==> config.mk <==
export PLATFORM = sky130hd
export DESIGN_NAME = uart_rx_param
export DESIGN_NICKNAME = d
export VERILOG_FILES = /design/src/rtl/uart_rx_param.sv
export SDC_FILE = /design/constraint.sdc
export NUM_CORES = 1
export LEC_CHECK = 0
export CAP_MARGIN = 15
export CORE_AREA = 8 8 48 78
export CTS_CLUSTER_DIAMETER = 200
export CTS_CLUSTER_SIZE = 30
export DETAILED_ROUTE_END_ITERATION = 8
export DIE_AREA = 0 0 56 86
export PLACE_DENSITY = 0.79
export SYNTH_ARGS = -nofsm -noshare
export SYNTH_HDL_FRONTEND = slang
export SYNTH_SLANG_ARGS = --single-unit
export TNS_END_PERCENT = 30
==> constraint.sdc <==
create_clock -name clock -period 3.52 [get_ports clock]
set_input_delay 0.528 -clock clock [delete_from_list [all_inputs] [get_ports clock]]
set_output_delay 0.528 -clock clock [all_outputs]
set_load 0.02 [all_outputs]
==> src/rtl/uart_rx_param.sv <==
// Oversampling UART receiver with valid/ready holding register and error flags.
// Define UART_RX_PARITY_EN to expect one parity bit after the data bits.
module uart_rx_param #(
  parameter int DATA_BITS    = 8,
  parameter int CLKS_PER_BIT = 16,
  parameter bit PARITY_ODD   = 1'b0
) (
  input  logic                 clock,
  input  logic                 reset,
  input  logic                 serial_in,
  output logic [DATA_BITS-1:0] data,
  output logic                 data_valid,
  input  logic                 data_ready,
  output logic                 framing_err,
  output logic                 parity_err,
  output logic                 overrun,
  output logic                 busy
);

  localparam int HALF = CLKS_PER_BIT / 2;
  localparam int CW   = $clog2(CLKS_PER_BIT);
  localparam int IW   = $clog2(DATA_BITS);

  localparam logic [CW-1:0] C_HALF = CW'(HALF - 1);
  localparam logic [CW-1:0] C_LAST = CW'(CLKS_PER_BIT - 1);
  localparam logic [IW-1:0] I_LAST = IW'(DATA_BITS - 1);

  typedef enum logic [2:0] {
    IDLE,
    START,
    DATA,
`ifdef UART_RX_PARITY_EN
    PARITY,
`endif
    STOP
  } state_t;

  state_t               state;
  logic                 sync1;
  logic                 rx_s;
  logic                 rx_prev;
  logic [CW-1:0]        cnt;
  logic [IW-1:0]        bit_idx;
  logic [DATA_BITS-1:0] shreg;
  logic                 accept;
  logic                 mismatch;

  assign accept = data_valid && data_ready;
  assign busy   = (state != IDLE);

`ifdef UART_RX_PARITY_EN
  logic par_bit;
  assign mismatch = (((^shreg) ^ par_bit) != PARITY_ODD);
`else
  assign mismatch = 1'b0;
`endif

  always_ff @(posedge clock or negedge reset) begin
    if (!reset) begin
      sync1       <= 1'b1;
      rx_s        <= 1'b1;
      rx_prev     <= 1'b1;
      state       <= IDLE;
      cnt         <= '0;
      bit_idx     <= '0;
      shreg       <= '0;
      data        <= '0;
      data_valid  <= 1'b0;
      framing_err <= 1'b0;
      parity_err  <= 1'b0;
      overrun     <= 1'b0;
`ifdef UART_RX_PARITY_EN
      par_bit     <= 1'b0;
`endif
    end else begin
      sync1   <= serial_in;
      rx_s    <= sync1;
      rx_prev <= rx_s;

      // A completion later in this block overrides the accept clear.
      if (accept) begin
        data_valid  <= 1'b0;
        framing_err <= 1'b0;
        parity_err  <= 1'b0;
        overrun     <= 1'b0;
      end

      unique case (state)
        IDLE: begin
          if (!rx_s && rx_prev) begin
            state <= START;
            cnt   <= '0;
          end
        end
        START: begin
          if (cnt == C_HALF) begin
            cnt     <= '0;
            bit_idx <= '0;
            state   <= rx_s ? IDLE : DATA;
          end else begin
            cnt <= cnt + 1'b1;
          end
        end
        DATA: begin
          if (cnt == C_LAST) begin
            cnt     <= '0;
            shreg   <= {rx_s, shreg[DATA_BITS-1:1]};
            bit_idx <= bit_idx + 1'b1;
            if (bit_idx == I_LAST) begin
`ifdef UART_RX_PARITY_EN
              state <= PARITY;
`else
              state <= STOP;
`endif
            end
          end else begin
            cnt <= cnt + 1'b1;
          end
        end
`ifdef UART_RX_PARITY_EN
        PARITY: begin
          if (cnt == C_LAST) begin
            cnt     <= '0;
            par_bit <= rx_s;
            state   <= STOP;
          end else begin
            cnt <= cnt + 1'b1;
          end
        end
`endif
        STOP: begin
          if (cnt == C_LAST) begin
            cnt         <= '0;
            data        <= shreg;
            data_valid  <= 1'b1;
            framing_err <= ~rx_s;
            parity_err  <= mismatch;
            overrun     <= data_valid && !data_ready;
            state       <= IDLE;
          end else begin
            cnt <= cnt + 1'b1;
          end
        end
        default: state <= IDLE;
      endcase
    end
  end

endmodule
==> flow_summary_export.csv, run 1 <==
group,metric,value,unit
sta,fin_skew,0.00814,ns
yosys,synth_cells,112,
sta,tns,0,ns
finish,multi_input_area,618,um2
detailed_routing,drc_errors,0,
global_route,grt.total_usage,12.2,%
setup_path,critPathMaxFanout,12,
power_and_ir_drop,intPower,0.706,mW
finish,fin_util,64.1,%
floorplan,dieArea,0.00482,mm2
yosys,syn-num-nets,119,
yosys,ys_ff_latch,32,
yosys,ys_warn_count,0,
sta,slew_headroom,67.9,%
placement,globalplace.congestion,0.869,
placement,place_area,0.00164,mm2
power_and_ir_drop,p_switching,0.335,mW
power_and_ir_drop,power_density,603,mW/mm2
floorplan,initial_core_util,55.1,%
finish,design_area,0.00173,mm2
setup_path,startpoint_type,"flop",
power_and_ir_drop,leakage,0.819,nW
sta,finalSetupViolCount,0,
yosys,syn-cell-area,0.00148,mm2
setup_path,crit_path_start,"state[1]",
setup_path,reg2reg_depth,4,
finish,drive_gt1_share,23.7,%
setup_path,endpoint_kind,"output port",
clock_tree,postCtsSetupRepairBufs,0,
power_and_ir_drop,sw_frac_of_total,32.1,%
placement,port_buffers,16,
yosys,yosysSeqAreaShare,54.3,%
clock_tree,clock_latency,0.28,ns
finish,layout_commonest_cell,"dfrtp_1",
power_and_ir_drop,finalPower,1.04,mW
detailed_routing,drt_pass1_iterations,4,
setup_path,cp.arrival,1.91,ns
sta,fin_crit_sh,69.1,%
sta,rsz0062_at_grt,"false",
power_and_ir_drop,p_seq_share,49.4,%
detailed_routing,wl_per_cell,17.1,um
yosys,synth_edf_count,0,
clock_tree,cts.path.max_buffers,2,
yosys,synth_cell_types,37,
finish,fillers,227,
power_and_ir_drop,pwr-share-clk,27.0,%
detailed_routing,routed-via-count,958,
job,drv_cap,0,
clock_tree,numCtsBuffers,5,
global_route,grt_pass1_vias,982,
global_route,antenna_found_initial,0,
finish,num_antenna_cells,0,
clock_tree,root_buffer,"clkbuf_8",
finish,final_cell_mix,"dfrtp_1, clkdlybuf4s50_1, mux2_2, mux2_4, clkbuf_8",
finish,syn_to_final_growth,16.5,%
global_route,overflow,0,
setup_path,required,2.99,ns
sta,finalHoldViolations,0,
clock_tree,htree_num_levels,2,
floorplan,rows,25,
sta,setup_ws,1.09,ns
setup_path,worstSetupPathType,"flop to output port",
detailed_routing,routed_wl,2.70,mm
global_route,grt_pass1_wl,4.68,mm
setup_path,crit_path_end,"busy",
sta,fmax,411,MHz
sta,period_needed,2.43,ns
yosys,synth.avg_cell_area,13.2,um2
min_path,hp-start,"sync1",
detailed_routing,drtAntennaViolNets,0,
global_route,grt_max_degree,33,
setup_path,worst_r2r_endpoint,"data[5]",
detailed_routing,drt-initial-drc-count,17,
sta,tightest_slew,0.481,ns
placement,hpwl,1.86,mm
floorplan,die_x,56,um
run_status,status,"completed",
clock_tree,cts_tree,"done",
finish,layout.nets,137,
clock_tree,cts_resized,0,
power_and_ir_drop,peakVddDrop,459,uV
setup_path,r2r_setup_slack,1.73,ns
placement,dp_slack,1.41,ns
finish,area.sequential,805,um2
min_path,hp-class,"flop to flop",
yosys,synth-main-ff-cell,"dfrtp_1",
floorplan,ios,17,
clock_tree,clk_pin_slew,0.06,ns
clock_tree,cts_sinks,32,
floorplan,coreArea,0.00269,mm2
power_and_ir_drop,comb_power_share,23.6,%
detailed_routing,vias_per_cell,6.06,
sta,finalMaxSlewViolations,0,
clock_tree,holdBufCountCts,0,
floorplan,fp.dieH,86,um
yosys,synthArstFlopShare,100,%
setup_path,r2r-start,"cnt[0]",
## power by group through the flow
| stage | clock, mW | sequential [mW] | combinational [mW] |
|---|---|---|---|
| final | 0.281 | 0.515 | 0.245 |
| after global routing | 0.307 | 0.525 | 0.275 |
| after CTS | 0.294 | 0.514 | 0.249 |
| after detailed placement | 0 | 0.521 | 0.247 |
| after global placement | 0 | 0.515 | 0.242 |
| after floorplan | 0 | 0.471 | 0.241 |
## worst min-delay path by stage
| stage | endpoint | slack [ns] | cells past startpoint |
|---|---|---|---|
| detailed placement | rx_s | 0.35 | 0 |
| finish | rx_s | 0.36 | 0 |
| global placement | rx_s | 0.35 | 0 |
| floorplan | bit_idx[0] | 0.23 | 0 |
| global route | rx_s | 0.37 | 0 |
| CTS | rx_s | 0.36 | 0 |
## critical path, stage by stage, from the launching register on
cell	delay (ns)
dfrtp_1	0.64
nor2_1	0.20
inv_1	0.16
clkdlybuf4s50_1	0.62
## logic make-up (layout without fill, tap and decap cells)
group | after synthesis | count (layout) | synth area share [%]
compound gates | 19 | 19 | 9.21
fa+ha+maj | 3 | 3 | 2.53
buf+inv | 9 | 28 | 3.97
flops | 32 | 32 | 54.3
mux | 19 | 19 | 15.7
simple gates | 30 | 30 | 14.3
## cell usage after synthesis (2+ instances only)
library cell,number,area share (%)
mux2_4,6,6.1
nor2b_1,4,1.7
inv_1,3,0.76
nor3b_1,2,1.0
a21oi_1,5,1.7
dfrtp_1,29,49
o21ai_0,3,1.0
nand3_1,2,0.68
mux2_2,10,7.6
ha_1,3,2.5
nand2b_1,2,0.84
mux2i_1,3,2.0
dfstp_2,3,5.3
nor2_1,5,1.3
and3_1,3,1.3
buf_6,2,1.5
buf_2,2,0.68
nand2_1,4,1.0
buf_4,2,1.0
o32ai_1,2,1.2
## area by class of cell
type,count,share of cell area [%]
flip-flops and latches,32,46.6
multi-input cells,71,35.8
repair buffers,17,9.72
clock buffers,8,5.22
well taps,27,1.96
inverters,3,0.653
## sequential cells by signal, summed over array words and instances (netlist names), 2 cells and up
signal,flops
cnt,4
state,2
shreg,8
data,8
bit_idx,3
## stage by stage
| step | std cells | hold slack [ns] |
|---|---|---|
| after floorplan | 112 | 0.232 |
| after global placement | 150 | 0.347 |
| after detailed placement | 150 | 0.353 |
| after CTS | 158 | 0.362 |
| after global routing | 158 | 0.365 |
| final | 158 | 0.358 |
## per-layer routing
metal  global-route usage (%)  vias up  wire (um)
met5                        0        -          0
met4                     8.13        0         87
met3                     4.73       10        127
met2                     19.7       22       1430
met1                     12.9      487       1060
li1                         -      439          -
Note: power is estimated with default switching activity, not from simulation.
==> inputs of run 2 (changes only) <==
Settings changed: CORE_AREA 8 8 48 78 to 8 8 51 84, DIE_AREA 0 0 56 86 to 0 0 59 92, PLACE_DENSITY 0.79 to 0.72.
Clock period 3.52 ns to 2.2 ns, I/O delays scaled along.
==> run 2 against run 1 <==
Net effect: die area up 13%; clock power grew 64%; utilization down 7.5 points; via count rose by 0.10%; setup slack got worse by 0.97 ns; clock-buffer cell count stayed put; critical path depth is the same; sequential power up 50%; first-iteration DRC count shrank 59%; sequential cell count is the same; cell count grew 11%; clock skew up 0.00050 ns.
==> flow_summary_export.csv, run 2 (synthesized netlist as in run 1, its figures left out) <==
group,metric,value,unit
sta,slew_headroom,74.0,%
setup_path,required,1.87,ns
floorplan,fp.dieH,92,um
sta,period_needed,2.08,ns
sta,fmax,481,MHz
clock_tree,numCtsBuffers,5,
setup_path,critPathSlowestCell,"clkdlybuf4s50_1",
finish,syn_to_final_growth,18.8,%
setup_path,startpoint_type,"flop",
setup_path,cp_cell_sequence,"nor2_1, inv_1, clkdlybuf4s50_1",
finish,fillers,297,
sta,finalSetupViolCount,0,
setup_path,critPathMaxStageDelay,0.57,ns
clock_tree,cts_resized,0,
detailed_routing,drc_errors,0,
finish,drive_gt1_share,24.8,%
setup_path,worstSetupPathType,"flop to output port",
global_route,overflow,0,
sta,rsz0062_at_grt,"false",
global_route,grt_pass1_vias,1069,
detailed_routing,drtAntennaViolNets,0,
finish,area.sequential,805,um2
setup_path,cp.arrival,1.75,ns
clock_tree,postCtsSetupRepairBufs,0,
finish,num_antenna_cells,0,
detailed_routing,drt-initial-drc-count,7,
global_route,antenna_found_initial,0,
clock_tree,cts_tree,"done",
detailed_routing,routed-via-count,959,
finish,fin_util,56.6,%
clock_tree,cts_sinks,32,
floorplan,rows,27,
sta,tightest_slew,0.390,ns
finish,layout.nets,139,
clock_tree,clock_latency,0.29,ns
power_and_ir_drop,leakage,0.828,nW
placement,hpwl,2.07,mm
global_route,grt_pass1_wl,5.20,mm
floorplan,coreArea,0.00311,mm2
detailed_routing,drt_pass1_iterations,4,
floorplan,dieArea,0.00543,mm2
placement,globalplace.congestion,0.864,
clock_tree,holdBufCountCts,0,
floorplan,initial_core_util,47.7,%
power_and_ir_drop,peakVddDrop,764,uV
finish,final_cell_mix,"dfrtp_1, clkdlybuf4s50_1, mux2_2, mux2_4, clkbuf_8",
sta,finalMaxSlewViolations,0,
run_status,status,"completed",
sta,tns,0,ns
finish,multi_input_area,618,um2
setup_path,critPathMaxFanout,5,
setup_path,endpoint_kind,"output port",
placement,port_buffers,16,
detailed_routing,routed_wl,2.96,mm
global_route,grt_max_degree,33,
detailed_routing,wl_per_cell,16.8,um
global_route,grt.total_usage,12.6,%
finish,layout_commonest_cell,"dfrtp_1",
placement,place_area,0.00167,mm2
clock_tree,root_buffer,"clkbuf_8",
job,drv_cap,0,
finish,design_area,0.00176,mm2
clock_tree,cts.path.max_buffers,2,
detailed_routing,vias_per_cell,5.45,
clock_tree,clk_pin_slew,0.06,ns
sta,fin_crit_sh,94.5,%
sta,fin_skew,0.00864,ns
min_path,hp-class,"flop to flop",
clock_tree,htree_num_levels,2,
floorplan,die_x,59,um
floorplan,ios,17,
power_and_ir_drop,power_density,981,mW/mm2
finish,top_regs,"data: 8 flops, shreg: 8 flops, cnt: 4 flops",
sta,finalHoldViolations,0,
-- run 2: worst paths after layout --
path                           end  cells past startpoint  slack [ns]      from
min                           rx_s                      0        0.36     sync1
min in group asynchronous   cnt[1]                      2        0.44     reset
max reg2reg                data[4]                      4        0.45    cnt[0]
max in group asynchronous  rx_prev                      2        1.44     reset
max                           busy                      3        0.12  state[1]
min reg2reg                   rx_s                      0        0.36     sync1
-- run 2: power by group --
part           switching [mW]  internal [mW]  total (mW)
Sequential              0.104          0.671       0.775
Combinational           0.266          0.226       0.491
Clock                   0.206          0.255       0.461
Total                   0.576           1.15        1.73
-- run 2: through the flow --
stage | worst slack [ns] | hold WS, ns | total power [mW] | instances
floorplan | 0.646 | 0.0344 | 1.14 | 112
global placement | 0.505 | 0.350 | 1.24 | 168
detailed placement | 0.470 | 0.347 | 1.27 | 168
CTS | 0.132 | 0.366 | 1.74 | 176
global route | 0.0310 | 0.368 | 1.82 | 176
finish | 0.121 | 0.362 | 1.73 | 176
-- run 2: critical path, delay by kind of cell, from the launching register on --
family	cells	cell delay, ns
buffers and inverters	2	0.75
flip-flops	1	0.39
AND/OR/NAND/NOR	1	0.33
-- run 2: cell type report --
class	instances	area share, %
well taps	43	3.06
clock buffers	8	5.12
repair buffers	19	10.4
flip-flops and latches	32	45.7
inverters	3	0.640
multi-input cells	71	35.1
-- run 2: layer usage --
| metal | share of wire, % | track usage [%] | vias up |
|---|---|---|---|
| met5 | 0 | 0 | - |
| met2 | 54 | 20.8 | 19 |
| met1 | 38 | 12.6 | 486 |
| met4 | 4.0 | 9.24 | 0 |
| li1 | - | - | 442 |
| met3 | 4.3 | 4.06 | 12 |
